===== config.mk =====
export PLATFORM = sky130hd
export DESIGN_NAME = control_unit_pipe
export DESIGN_NICKNAME = d
export VERILOG_FILES = /design/src/rtl/control_unit_pipe.sv
export SDC_FILE = /design/constraint.sdc
export NUM_CORES = 1
export LEC_CHECK = 0
export CORE_MARGIN = 3
export CORE_UTILIZATION = 40
export DETAILED_ROUTE_END_ITERATION = 6
export GPL_TIMING_DRIVEN = 0
export PLACE_DENSITY_LB_ADDON = 0.3
export SKIP_LAST_GASP = 1
export SYNTH_ARGS = -nofsm -noshare
export SYNTH_HDL_FRONTEND = slang
export SYNTH_SLANG_ARGS = --single-unit

===== constraint.sdc =====
create_clock -name clk -period 0.8 [get_ports clk]
set_input_delay 0.08 -clock clk [delete_from_list [all_inputs] [get_ports clk]]
set_output_delay 0.08 -clock clk [all_outputs]
set_load 0.03 [all_outputs]

===== src/rtl/control_unit_pipe.sv =====
// control_unit_pipe: pipelined control decoder, D decode registered through E/M/W.
// Define MULTICYCLE_EN to hold MULT/AV in E for MULT_LAT/AV_LAT cycles.
module control_unit_pipe #(
   parameter int ALU_W    = 4,
   parameter int MULT_LAT = 3,
   parameter int AV_LAT   = 4
) (
   input  logic             clk,
   input  logic             reset,
   input  logic [5:0]       funct,
   input  logic [1:0]       opcode,
   input  logic             StallE,
   input  logic             FlushE,
   output logic [1:0]       RegSrcD,
   output logic [1:0]       ImmSrcD,
   output logic             ALUSrcE,
   output logic [ALU_W-1:0] ALUControlE,
   output logic [1:0]       FlagWE,
   output logic             BranchE,
   output logic             PlusOneE,
   output logic             IllegalE,
   output logic             MemWriteM,
   output logic             MemToRegM,
   output logic             RegWriteW,
   output logic             MemToRegW,
   output logic             StallMC
);

   localparam logic [1:0] OP_DATA = 2'b00;
   localparam logic [1:0] OP_MEM  = 2'b01;
   localparam logic [1:0] OP_BR   = 2'b10;

   localparam logic [3:0] F_NOP  = 4'b0000;
   localparam logic [3:0] F_ADD  = 4'b0100;
   localparam logic [3:0] F_SUB  = 4'b0010;
   localparam logic [3:0] F_MULT = 4'b1001;
   localparam logic [3:0] F_AV   = 4'b1010;
   localparam logic [3:0] F_PIC  = 4'b1111;

   localparam logic [ALU_W-1:0] A_ADD  = ALU_W'(1);
   localparam logic [ALU_W-1:0] A_SUB  = ALU_W'(2);
   localparam logic [ALU_W-1:0] A_MULT = ALU_W'(3);
   localparam logic [ALU_W-1:0] A_AV   = ALU_W'(4);

   if (MULT_LAT < 1 || AV_LAT < 1) begin : g_lat_check
      $error("MULT_LAT and AV_LAT must be at least 1");
   end

   typedef struct packed {
      logic             alu_src;
      logic [ALU_W-1:0] alu_ctl;
      logic [1:0]       flag_w;
      logic             branch;
      logic             plus_one;
      logic             illegal;
      logic             mem_write;
      logic             mem_to_reg;
      logic             reg_write;
   } ctl_t;

   ctl_t       dec;
   ctl_t       ex;
   logic [3:0] cmd;
   logic       m_mem_write;
   logic       m_mem_to_reg;
   logic       m_reg_write;
   logic       w_reg_write;
   logic       w_mem_to_reg;

   assign cmd = funct[4:1];

   assign RegSrcD = {opcode == OP_MEM && !funct[0], opcode == OP_BR};
   assign ImmSrcD = {opcode == OP_BR, opcode == OP_MEM};

   // D-stage decode; an undecodable word collapses to an illegal bubble
   always_comb begin
      dec = '0;
      unique case (opcode)
         OP_DATA: begin
            dec.alu_src   = funct[5];
            dec.reg_write = 1'b1;
            unique case (cmd)
               F_NOP:   dec.reg_write = 1'b0;
               F_ADD:   dec.alu_ctl = A_ADD;
               F_SUB:   dec.alu_ctl = A_SUB;
               F_MULT:  dec.alu_ctl = A_MULT;
               F_AV:    dec.alu_ctl = A_AV;
               F_PIC:   dec.reg_write = 1'b0;
               default: dec.illegal = 1'b1;
            endcase
            dec.flag_w = {funct[0],
                          funct[0] && (cmd == F_ADD || cmd == F_SUB)};
            if (dec.illegal) begin
               dec         = '0;
               dec.illegal = 1'b1;
            end
         end
         OP_MEM: begin
            dec.alu_src    = 1'b1;
            dec.alu_ctl    = funct[3] ? A_ADD : A_SUB;
            dec.plus_one   = funct[4];
            dec.mem_write  = !funct[0];
            dec.mem_to_reg = funct[0];
            dec.reg_write  = funct[0];
         end
         OP_BR: begin
            dec.alu_src = 1'b1;
            dec.alu_ctl = A_ADD;
            dec.branch  = 1'b1;
         end
         default: dec.illegal = 1'b1;
      endcase
   end

   // E/M/W registers: flush beats stall, a held multi-cycle op feeds M bubbles
   always_ff @(posedge clk or posedge reset) begin
      if (reset) begin
         ex           <= '0;
         m_mem_write  <= 1'b0;
         m_mem_to_reg <= 1'b0;
         m_reg_write  <= 1'b0;
         w_reg_write  <= 1'b0;
         w_mem_to_reg <= 1'b0;
      end else if (FlushE) begin
         ex           <= '0;
         m_mem_write  <= ex.mem_write && !StallMC;
         m_mem_to_reg <= ex.mem_to_reg && !StallMC;
         m_reg_write  <= ex.reg_write && !StallMC;
         w_reg_write  <= m_reg_write;
         w_mem_to_reg <= m_mem_to_reg;
      end else if (!StallE) begin
         w_reg_write  <= m_reg_write;
         w_mem_to_reg <= m_mem_to_reg;
         if (StallMC) begin
            m_mem_write  <= 1'b0;
            m_mem_to_reg <= 1'b0;
            m_reg_write  <= 1'b0;
         end else begin
            m_mem_write  <= ex.mem_write;
            m_mem_to_reg <= ex.mem_to_reg;
            m_reg_write  <= ex.reg_write;
            ex           <= dec;
         end
      end
   end

   assign ALUSrcE     = ex.alu_src;
   assign ALUControlE = ex.alu_ctl;
   assign FlagWE      = ex.flag_w;
   assign BranchE     = ex.branch;
   assign PlusOneE    = ex.plus_one;
   assign IllegalE    = ex.illegal;
   assign MemWriteM   = m_mem_write;
   assign MemToRegM   = m_mem_to_reg;
   assign RegWriteW   = w_reg_write;
   assign MemToRegW   = w_mem_to_reg;

`ifdef MULTICYCLE_EN
   localparam int MAX_LAT = (MULT_LAT > AV_LAT) ? MULT_LAT : AV_LAT;
   localparam int CW      = (MAX_LAT > 1) ? $clog2(MAX_LAT) : 1;

   typedef enum logic {IDLE, BUSY} state_t;

   state_t        state;
   logic [CW-1:0] cnt;
   logic [CW-1:0] last;
   logic          dec_multi;

   assign last = (ex.alu_ctl == A_MULT) ? CW'(MULT_LAT - 1)
                                        : CW'(AV_LAT - 1);
   assign dec_multi = (dec.alu_ctl == A_MULT && MULT_LAT > 1) ||
                      (dec.alu_ctl == A_AV && AV_LAT > 1);
   assign StallMC = (state == BUSY) && (cnt < last);

   // sequencer: arm as a long op enters E, count its extra E cycles
   always_ff @(posedge clk or posedge reset) begin
      if (reset) begin
         state <= IDLE;
         cnt   <= '0;
      end else if (FlushE) begin
         state <= IDLE;
         cnt   <= '0;
      end else if (!StallE) begin
         if (StallMC) begin
            cnt <= cnt + CW'(1);
         end else begin
            state <= dec_multi ? BUSY : IDLE;
            cnt   <= '0;
         end
      end
   end
`else
   assign StallMC = 1'b0;
`endif

endmodule

==> results.json <==
{
  "status": "finished, violations left",
  "violations": "negative hold slack, negative setup slack",
  "cts_root_buf": "clkbuf_4",
  "internal_power_mw": 1.35,
  "fin_setup_tns_ps": -2590,
  "p_sw_frac": 0.304,
  "syn2layout_area_growth_pct": 64.6,
  "die_y_um": 54.6,
  "worstMarginPinSlew_ps": 655,
  "fmax_mhz": 958,
  "track_usage": 0.176,
  "vias": 864,
  "finalNonFillerCells": 162,
  "rsz0062_at_grt": "true",
  "grt_pass1_wl_mm": 3.74,
  "relSlewSlack": 0.563,
  "hpwl_mm": 1.64,
  "clockBufferDepth": 2,
  "antenna_found_initial": 0,
  "ant_nets": 0,
  "core_area_um2": 2100,
  "r2r_cells": 3,
  "fin_ws_ps": -244,
  "power_mw": 1.94,
  "synth_cell_types": 36,
  "power_frac_seq": 0.470,
  "gp_congestion": 0.771,
  "hold_class": "input pin to flip-flop",
  "route.detailed.drc": 0,
  "hold_violations": 1,
  "hold_path_depth": 2,
  "fill_cells": 150,
  "ys_seq_area_frac": 0.450,
  "placedCellCount": 147,
  "htreeDepth": 1,
  "fp.dieArea_um2": 2980,
  "crit_required_ps": 720,
  "wire_per_inst_um": 14.8,
  "worstSetupPathType": "flip-flop to output pin",
  "antenna_cells": 0,
  "drt-initial-drc-count": 16,
  "ios": 31,
  "finalNetCount": 152,
  "drive_gt1_frac": 0.578,
  "clk_latency_ps": 300,
  "syn_inst": 93,
  "p_leak_nw": 0.748,
  "grt_overflow": 0,
  "postSynthAreaPerCell_um2": 10.2,
  "critPathLaunchType": "flip-flop",
  "cts.sinks": 17,
  "wl_mm": 2.39,
  "ys.warnings.count": 0,
  "cts_buffers": 3,
  "worstPathArrival_ps": 960,
  "port-buffer-count": 26,
  "dr.pass1.iters": 4,
  "combPwrFrac": 0.283,
  "drv_cap": 0,
  "start_util": 0.450,
  "grt_max_degree": 18,
  "die_w_um": 54.6,
  "vdd_ir_drop_max_mv": 0.884,
  "cp-end-kind": "output pin",
  "finalSetupViolCount": 22,
  "pre_cts_slack_ps": -1020,
  "fp-row-count": 16,
  "first_global_vias": 843,
  "design_area_um2": 1560,
  "path_max_fanout": 2,
  "finish.utilization": 0.740,
  "clockPowerShare": 0.247,
  "ys_seq_elements": 17,
  "cts_tree": "done",
  "fin_crit_ps": 1040,
  "hold_ws_ps": -2.60,
  "skew_ps": 3.73,
  "viasPerCell": 5.33,
  "finalMaxSlewViolations": 0,
  "p_per_area_nw_per_um2": 1250,
  "finalCritPeriodShare": 1.30,
  "netlist_area_um2": 946,
  "path_clk_slew_ps": 100,
  "netSwitchingPower_uw": 592,
  "place_area_um2": 1340
}
## area by class of cell
cell class	count	area (um^2)	area share
timing repair buffer	39	375	0.241
buffer	11	116	0.0748
inverter	3	21.3	0.0137
sequential	17	432	0.277
clock buffer	4	26.3	0.0169
multi-input combinational	61	552	0.355
tap	27	33.8	0.0217
## per-layer routing
metal  global-route usage  up-vias  wire length [um]
met1                0.210      420              1000
met5                    0        -                 0
met3               0.0245        7               116
met2                0.305       31              1230
li1                     -      406                 -
met4               0.0871        0                48
## timing repair
item                                   in CTS  in global routing
pin swaps                                   5                  7
resized for setup                         156                 20
setup buffers                               6                  7
setup endpoints to repair                  34                 26
cloned                                      0                  0
endpoints found under the hold margin       1                  1
## final timing paths
| path | start | to | slack [ps] |
|---|---|---|---|
| max | ALUControlE[1]$_DFFE_PP0P_ | ALUControlE[1] | -240 |
| min | funct[3] | ALUControlE[2]$_DFFE_PP0P_ | -3 |
| max reg2reg | FlagWE[1]$_DFFE_PP0P_ | FlagWE[1]$_DFFE_PP0P_ | -140 |
| min reg2reg | ALUControlE[2]$_DFFE_PP0P_ | ALUControlE[2]$_DFFE_PP0P_ | 510 |
| max in group asynchronous | reset | BranchE$_DFFE_PP0P_ | 180 |
| min in group asynchronous | reset | MemToRegM$_DFFE_PP0P_ | 160 |
## logic make-up after synthesis
group | share of synthesized area
simple gates | 0.155
compound gates | 0.144
flops | 0.450
buf+inv | 0.104
mux | 0.0807
fa+ha+maj | 0.0529
other cells | 0.00396
xor+xnor | 0.00926
## synth_stat cells, drive strengths merged
library cell | count | area share
mux2i | 2 | 0.021
dfrtp | 17 | 0.45
a21oi | 7 | 0.037
buf | 10 | 0.081
o22ai | 1 | 0.0066
ha | 4 | 0.053
conb | 1 | 0.0040
a21o | 1 | 0.0079
nand4 | 1 | 0.0066
o32a | 1 | 0.011
o41ai | 1 | 0.0093
a41o | 1 | 0.011
a211oi | 1 | 0.0079
and3 | 1 | 0.0066
nor3 | 1 | 0.0053
xor2 | 1 | 0.0093
o31ai | 1 | 0.0079
nand3b | 2 | 0.016
nor4b | 1 | 0.0093
nor2 | 4 | 0.016
a32o | 1 | 0.011
o32ai | 1 | 0.0093
a21boi | 1 | 0.0079
a22oi | 1 | 0.0079
o21ai | 2 | 0.011
nor3b | 1 | 0.0079
and3b | 2 | 0.019
nor4 | 1 | 0.0066
nor2b | 2 | 0.013
or3b | 1 | 0.0093
clkbuf | 3 | 0.012
mux2 | 5 | 0.060
nand2 | 10 | 0.040
inv | 3 | 0.012
## cells in the final DEF, fill, tap and decap left out, types with 2 or more instances in the layout
cell type / instances
buf_6: 22
nor2_1: 3
buf_2: 5
clkdlybuf4s50_1: 2
and3b_1: 2
clkbuf_4: 3
mux2i_1: 2
dfrtp_2: 5
conb_1: 2
dlygate4sd2_1: 2
nand2_1: 10
ha_4: 3
mux2_4: 4
nand3b_1: 2
buf_8: 3
a21oi_2: 3
a21oi_1: 4
dfrtp_1: 12
buf_4: 13
## critical path, stage by stage, from the launching register on
cell	delay (ps)
dfrtp_1	420
buf_6	120
buf_6	120
## power by group through the flow
stage	sequential (mW)	combinational, mW	clock, mW
after global routing	0.917	0.586	0.527
after detailed placement	0.926	0.465	0
after CTS	0.913	0.503	0.486
final	0.913	0.551	0.480
after global placement	0.923	0.458	0
after floorplan	0.959	0.258	0
Power figures use the tool's default switching activity.
